### src/rtl/dffnsre_bank_arb.sv
// Round-robin write arbiter for a shared DFFNSRE/LUT register bank: clears the
// bank after reset, sequences D/sel/E per transaction and checks Q readback.
module dffnsre_bank_arb #(
  parameter int unsigned NREQ        = 4,
  parameter int unsigned WIDTH       = 8,
  parameter int unsigned INIT_CYCLES = 2
) (
  input  logic                    C,
  input  logic                    R,
  input  logic                    clr,
  input  logic [NREQ-1:0]         req,
  input  logic [NREQ*WIDTH-1:0]   wdata,
  output logic [NREQ-1:0]         gnt,
  output logic [NREQ-1:0]         done,
  output logic                    cmp_err,
  output logic [7:0]              err_cnt,
  output logic                    busy,
  output logic [WIDTH-1:0]        bank_D,
  output logic                    bank_E,
  output logic                    bank_sel,
  output logic                    bank_Rn,
  output logic                    bank_Sn,
  input  logic [WIDTH-1:0]        bank_Q
);

  localparam int unsigned PW  = (NREQ > 2) ? $clog2(NREQ) : 1;
  localparam int unsigned PW1 = PW + 1;
  localparam int unsigned CW  = 4;

  typedef enum logic [2:0] {
    S_INIT,
    S_IDLE,
    S_LOAD,
    S_WRITE,
    S_CHECK
  } state_t;

  state_t            state_q, state_d;
  logic [CW-1:0]     init_cnt_q, init_cnt_d;
  logic [PW-1:0]     rr_ptr_q, rr_ptr_d;
  logic [PW-1:0]     gidx_q, gidx_d;
  logic [WIDTH-1:0]  hold_q, hold_d;
  logic [NREQ-1:0]   gnt_q, gnt_d;
  logic [NREQ-1:0]   done_q, done_d;
  logic              cmp_err_q, cmp_err_d;
  logic [7:0]        err_cnt_q, err_cnt_d;
  logic              busy_q, busy_d;
  logic [WIDTH-1:0]  bank_D_q, bank_D_d;
  logic              bank_E_q, bank_E_d;
  logic              bank_sel_q, bank_sel_d;
  logic              bank_Rn_q, bank_Rn_d;

  logic              pick_valid;
  logic [PW-1:0]     pick_idx;
  logic [PW1-1:0]    scan_idx;

  // First pending requester scanning upward from rr_ptr, wrapping at NREQ.
  always_comb begin
    pick_valid = 1'b0;
    pick_idx   = '0;
    scan_idx   = '0;
    for (int unsigned i = 0; i < NREQ; i++) begin
      scan_idx = {1'b0, rr_ptr_q} + PW1'(i);
      if (scan_idx >= PW1'(NREQ)) scan_idx = scan_idx - PW1'(NREQ);
      if (!pick_valid && req[scan_idx[PW-1:0]]) begin
        pick_valid = 1'b1;
        pick_idx   = scan_idx[PW-1:0];
      end
    end
  end

  // Next-state and registered-output logic.
  always_comb begin
    state_d    = state_q;
    init_cnt_d = init_cnt_q;
    rr_ptr_d   = rr_ptr_q;
    gidx_d     = gidx_q;
    hold_d     = hold_q;
    gnt_d      = gnt_q;
    done_d     = '0;
    cmp_err_d  = 1'b0;
    err_cnt_d  = err_cnt_q;

    case (state_q)
      S_INIT: begin
        init_cnt_d = init_cnt_q + CW'(1);
        if (init_cnt_q >= CW'(INIT_CYCLES - 1)) begin
          state_d    = S_IDLE;
          init_cnt_d = '0;
        end
      end
      S_IDLE: begin
        if (clr) begin
          state_d    = S_INIT;
          init_cnt_d = '0;
        end else if (pick_valid) begin
          state_d = S_LOAD;
          gnt_d   = NREQ'(1) << pick_idx;
          gidx_d  = pick_idx;
          hold_d  = wdata[pick_idx*WIDTH +: WIDTH];
        end
      end
      S_LOAD: begin
        state_d = S_WRITE;
      end
      S_WRITE: begin
        // Bank captured on the negedge inside WRITE; Q is settled by this edge.
        state_d = S_CHECK;
        done_d  = gnt_q;
        if (bank_Q != hold_q) begin
          cmp_err_d = 1'b1;
          if (err_cnt_q != 8'hFF) err_cnt_d = err_cnt_q + 8'd1;
        end
      end
      S_CHECK: begin
        state_d  = S_IDLE;
        gnt_d    = '0;
        rr_ptr_d = (gidx_q == PW'(NREQ - 1)) ? '0 : gidx_q + PW'(1);
      end
      default: begin
        state_d = S_INIT;
      end
    endcase

    busy_d     = (state_d != S_IDLE);
    bank_Rn_d  = (state_d != S_INIT);
    bank_E_d   = (state_d == S_WRITE);
    bank_sel_d = (state_d == S_LOAD) || (state_d == S_WRITE) || (state_d == S_CHECK);
    bank_D_d   = (state_d == S_LOAD) ? hold_d : bank_D_q;
  end

  always_ff @(posedge C or negedge R) begin
    if (!R) begin
      state_q    <= S_INIT;
      init_cnt_q <= '0;
      rr_ptr_q   <= '0;
      gidx_q     <= '0;
      hold_q     <= '0;
      gnt_q      <= '0;
      done_q     <= '0;
      cmp_err_q  <= 1'b0;
      err_cnt_q  <= '0;
      busy_q     <= 1'b1;
      bank_D_q   <= '0;
      bank_E_q   <= 1'b0;
      bank_sel_q <= 1'b0;
      bank_Rn_q  <= 1'b0;
    end else begin
      state_q    <= state_d;
      init_cnt_q <= init_cnt_d;
      rr_ptr_q   <= rr_ptr_d;
      gidx_q     <= gidx_d;
      hold_q     <= hold_d;
      gnt_q      <= gnt_d;
      done_q     <= done_d;
      cmp_err_q  <= cmp_err_d;
      err_cnt_q  <= err_cnt_d;
      busy_q     <= busy_d;
      bank_D_q   <= bank_D_d;
      bank_E_q   <= bank_E_d;
      bank_sel_q <= bank_sel_d;
      bank_Rn_q  <= bank_Rn_d;
    end
  end

  assign gnt      = gnt_q;
  assign done     = done_q;
  assign cmp_err  = cmp_err_q;
  assign err_cnt  = err_cnt_q;
  assign busy     = busy_q;
  assign bank_D   = bank_D_q;
  assign bank_E   = bank_E_q;
  assign bank_sel = bank_sel_q;
  assign bank_Rn  = bank_Rn_q;
  assign bank_Sn  = 1'b1;

endmodule
### config.mk
export PLATFORM = sky130hd
export DESIGN_NAME = dffnsre_bank_arb
export DESIGN_NICKNAME = d
export VERILOG_FILES = /design/src/rtl/dffnsre_bank_arb.sv
export SDC_FILE = /design/constraint.sdc
export NUM_CORES = 1
export LEC_CHECK = 0
export CORE_ASPECT_RATIO = 1.4
export CORE_MARGIN = 2
export CORE_UTILIZATION = 46
export DETAILED_ROUTE_END_ITERATION = 10
export PLACE_DENSITY_LB_ADDON = 0.08
export SLEW_MARGIN = 20
export SYNTH_ARGS = -nofsm -noshare
export SYNTH_HDL_FRONTEND = slang
export SYNTH_SLANG_ARGS = --single-unit
### constraint.sdc
create_clock -name C -period 2.7 [get_ports C]
set_input_delay 0.54 -clock C [delete_from_list [all_inputs] [get_ports C]]
set_output_delay 0.54 -clock C [all_outputs]
set_load 0.01 [all_outputs]
# After elaboration in Yosys (flattened, before gate mapping)
# Cells that the tools add are included.
# totals
regBits	48
inputBits	47
output_inout_bits	30
word_cells	103
# classes
add_sub_neg	10
magnitude_cmp	9
n_eq_ne	14
shift	2
mux	37
bitwise_logic	1
n_reduce_logical	16
# op_table
operator	count
32-bit by 6-bit variable part select with 8-bit output	1
8-bit two-way mux	3
4-bit two-way mux	5
2-bit two-way mux	9
4-bit one-hot mux with 2 select lines	2
3-bit one-hot mux with 5 select lines	1
3-bit by 2-bit == test with 1-bit output (second input constant)	4
2-bit by 3-bit less-than comparator with 1-bit output (second input constant)	4
1-bit two-way mux	10
3-bit >= comparator (second input constant)	3
3-bit two-way mux	3
3-bit AND reduction	3
8-bit by 1-bit adder with 8-bit output (second input constant)	1
1-bit binary-select mux with 2-bit select	4
8-bit != test	1
8-bit != test (second input constant)	1
2-bit by 1-bit subtractor with 2-bit output (second input constant)	4
2-bit by 2-bit adder with 3-bit output (second input constant)	2
3-bit == test (second input constant)	2
2-bit != test (second input constant)	3
4-bit by 1-bit adder with 4-bit output (second input constant)	1
4-bit by 1-bit >= comparator with 1-bit output (second input constant)	1
2-bit nonzero test	2
1-bit by 2-bit << shifter with 4-bit output (first input constant)	1
other kinds (13)	18

# Depth between registers and ports, before layout
# logic_depth
depth_word	20
depth_mapped	7
mapped_depth_nobuf	7

# Worst setup path after synthesis
# No wires, ideal clock.
# synth_path
path_kind	register to register
startpoint	register err_cnt_q[0], in the netlist err_cnt[0]
endpoint	register err_cnt_q[5], in the netlist err_cnt[5]
setup_ps	126
t_arrival_ps	1842
t_required_ps	2574
setup_slack_ps	732
stages_incl_launch_ff	8
n_path_buf	1
synth_period_minus_slack_ps	1968
path_cell_list	dfrtp_1 -> ha_1 -> and3_1 -> and3_1 -> and3_1 -> clkbuf_1 -> or4_4 -> xnor2_2
# synth_between
elab_chain_cells	2
word_cells_on_any_way	3
classes_between	add/sub (1); eq/ne (1); reduce/logical (1)
# synth_rtl
item	line	rtl
from (decl)	46	logic [7:0] err_cnt_q, err_cnt_d;
from (signal assigned)	157	err_cnt_q <= err_cnt_d;
parallel branches: the longest is 2 deep, another holds 8-bit by 1-bit adder with 8-bit output	n/a	
# Several ways; the timed one is not identified.
# A chain may end at the register's enable or synchronous reset.

# Worst setup path in the final report
# layout_path
startpoint	input port req[0]
endpoint	register bank_D_q[3], in the netlist bank_D[3]
# layout_between
elab_chain_cells	16
word_cells_on_any_way	30
classes_between	eq/ne (1); shift (1); mux (22); reduce/logical (6)
# layout_rtl
item	line	rtl
from (decl)	11	input logic [NREQ-1:0] req,
1-bit binary-select mux with 2-bit select	65	if (!pick_valid && req[scan_idx[PW-1:0]]) begin
1-bit two-way mux (implied by the code)	65	
1-bit two-way mux	65	
1-bit logical NOT	65	
1-bit logical AND	65	
1-bit two-way mux	65	
1-bit logical NOT	65	
1-bit logical AND	65	
1-bit two-way mux	65	
1-bit logical NOT	65	
1-bit logical AND	65	
2-bit two-way mux / 1-bit two-way mux (equally long branches)	65	
32-bit by 6-bit variable part select with 8-bit output / 3-bit two-way mux (equally long branches)	100, 96	
8-bit two-way mux / 3-bit two-way mux (equally long branches)	96, 93	
8-bit two-way mux / 3-bit one-hot mux with 5 select lines (equally long branches)	93, 84	
8-bit two-way mux / 3-bit by 2-bit == test with 1-bit output (equally long branches)	84, 129	
to (signal assigned)	159	bank_D_q <= bank_D_d;
to (decl)	48	logic [WIDTH-1:0] bank_D_q, bank_D_d;
# Parallel ways exist; a longest one is shown, timed or not. The select of a mux whose other input is x is not followed.

==> flow_summary.json <==
{
  "h-tree-depth": 2,
  "num_rows": 31,
  "chipHeight_um": 90.3,
  "vdd_drop_max_uv": 410,
  "worstSetupPathType": "input port to register",
  "netlist_instances": 207,
  "reg2regPathDepth": 6,
  "synth_edf_count": 0,
  "cts-buffers-inserted": 5,
  "cts_buffer_depth": 2,
  "die-area_um2": 5930,
  "tns_ns": 0,
  "cp_max_fo": 18,
  "yosysWarnings": 0,
  "antenna_found_initial": 0,
  "cts.sinks": 48,
  "ys.flop_type": "dfrtp_1",
  "place_hpwl_mm": 3.57,
  "dieWidth_um": 65.6,
  "grt_use_total": 0.168,
  "maxCapViolations": 0,
  "rrSetupSlack_ns": 0.75,
  "worstSetupStartpointType": "input port",
  "drv_slew": 0,
  "yosysTopAreaCell": "dfrtp_1",
  "initial_core_util": 0.474,
  "core-area_um2": 5160,
  "outcome": "complete, no violations",
  "fin_skew_ns": 0.00477,
  "cp.required_ns": 2.86,
  "cts_setup_buffers": 0,
  "mappedNetlistNets": 259,
  "finalHoldViolations": 0,
  "drc": 0,
  "drive_gt1_frac": 0.137,
  "io_pins": 77,
  "grt_pass1_vias": 1742,
  "powerDensity_nw_per_um2": 867,
  "cp.arrival_ns": 2.28,
  "setup_viol": 0,
  "grtUsageMet3": 0.0436,
  "ys_ff_latch": 48,
  "wl_per_cell_um": 13.4,
  "async_flop_share": 1.00,
  "grt_util_met1": 0.206,
  "grt_setup_unrepaired": "no",
  "wl_mm": 4.72,
  "gp_congestion": 0.747,
  "power_uw": 2900,
  "via_count": 1780,
  "placed_cells": 343,
  "antenna_left": 0,
  "max_clock_freq_ghz": 0.472,
  "critical_path.endpoint_type": "register",
  "syn-cell-area_um2": 2450,
  "rr_endpoint": "err_cnt[5]",
  "diodes": 0,
  "avgSynthCellArea_um2": 11.8,
  "drt_iter0_drc": 52,
  "worstSkewPairLatency_ns": 0.29,
  "yosys.cell_types.count": 48,
  "drtPass1Iterations": 4,
  "grt_max_degree": 29,
  "layout.nets": 336,
  "cts_tree": "done",
  "viasPerCell": 5.07,
  "root_buffer": "clkbuf_8",
  "syn_to_final_growth_pct": 36.7,
  "ys_seq_area_frac": 0.492,
  "leakagePower_uw": 0.00150,
  "port_buffers": 75,
  "cts_resized": 0,
  "grt_pass1_wl_mm": 7.87,
  "hold_path.class": "input port to asynchronous set/reset pin",
  "globalRouteOverflowTotal": 0,
  "min_period_over_period": 0.785,
  "reg2reg_from": "err_cnt[0]",
  "finalNonFillerCells": 351,
  "netlist_top_cells_area": "dfrtp_1 48%, mux2i_1 7.0%, o221ai_2 4.9%",
  "netlist.area_leader.share": 0.481,
  "busiest_layer": "met2",
  "cts_hold_buf": 0,
  "clkSlewWorstSetupHoldPaths_ns": 0.08,
  "finalCriticalPeriod_ns": 2.12,
  "grt.met2_usage": 0.286,
  "fill_cells": 434,
  "postLayoutCoreUtil": 0.648
}
## critical path, cell delays in order
cell	delay, ns
clkdlybuf4s50_1	0.47
or4_4	0.58
nand2b_4	0.09
nand2b_4	0.13
or2_1	0.15
buf_12	0.17
o221ai_1	0.14
## final cells by class
type	count	area, um^2	area share
repair buffers	81	828	0.248
well taps	66	82.6	0.0247
multi-input cells	139	1110	0.331
inverters	9	33.8	0.0101
flip-flops and latches	48	1200	0.360
clock buffers	8	90.1	0.0269
## layout by cell type (no fill, tap or decap), types with 4 or more instances in the layout
| master | instances |
|---|---|
| clkdlybuf4s50_1 | 74 |
| dfrtp_1 | 47 |
| nand2_1 | 26 |
| mux2i_1 | 17 |
| inv_1 | 8 |
| o221ai_2 | 8 |
| xnor2_1 | 8 |
| o221ai_1 | 8 |
| clkbuf_8 | 6 |
| nand2b_1 | 5 |
| nor2_1 | 5 |
| xor2_1 | 5 |
| ha_1 | 5 |
| a21oi_1 | 4 |
| and2_2 | 4 |
| o2bb2ai_1 | 4 |
## power by group
group | internal [uW] | total, uW | switching (uW)
clock | 209 | 428 | 219
combinational | 714 | 1300 | 583
sequential | 978 | 1170 | 196
total | 1900 | 2900 | 998
## flip-flops by register name, indices dropped and copies added (netlist names), 2 cells and up
| signal | cells |
|---|---|
| rr_ptr_q | 2 |
| bank_D | 8 |
| hold_q | 8 |
| done | 4 |
| gidx_q | 2 |
| gnt | 4 |
| state_q | 3 |
| init_cnt_q | 4 |
| err_cnt | 8 |
## per-stage QoR
step / area (um^2) / hold WS (ns) / setup WS, ns
after CTS: 3340 / 0.00962 / 0.581
after detailed placement: 3250 / 0.329 / 0.263
after floorplan: 2450 / 0.244 / 0.732
after global routing: 3340 / 0.00712 / 0.508
after global placement: 3250 / 0.335 / 0.303
final: 3340 / 0.0197 / 0.580
## how the worst max path moves through the flow
stage	to	cells past startpoint	slack [ns]	from
after global routing	bank_D[4]	7	0.51	req[0]
after floorplan	err_cnt[5]	7	0.73	err_cnt[0]
after CTS	bank_D[3]	7	0.58	req[0]
after detailed placement	bank_D[7]	7	0.26	req[0]
after global placement	bank_D[5]	7	0.30	req[0]
final	bank_D[3]	7	0.58	req[0]
## per-layer routing
metal | vias up | part of all wire
met3 | 5 | 0.041
li1 | 887 | -
met4 | 0 | 0.012
met5 | - | 0
met1 | 846 | 0.44
met2 | 42 | 0.51
## synthesized netlist by cell type, types with 2 or more instances
cell type	number
nor4_1	2
o21ai_0	2
o221ai_1	8
nor3b_1	3
nand2_1	26
inv_1	8
xnor2_1	8
and2_2	4
buf_4	3
dfrtp_1	47
mux2i_1	17
nand2b_4	2
mux2_2	3
nand2b_1	5
o2bb2ai_1	4
and3_1	3
buf_2	3
or4_4	2
a22o_1	2
nand4_1	3
buf_6	2
buf_12	2
xor2_1	5
nor2_1	5
ha_1	5
a21oi_1	4
o221ai_2	8
## logic make-up (layout without fill, tap and decap cells)
family,count (synthesis),after routing,share of synthesized area
compound gates,35,35,0.135
xor+xnor,14,14,0.0532
fa+ha+maj,5,5,0.0256
buf+inv,20,98,0.0563
flops,48,48,0.492
mux,21,21,0.0880
other cells,1,1,0.00153
simple gates,63,63,0.149
(Power assumes the default switching activity.)
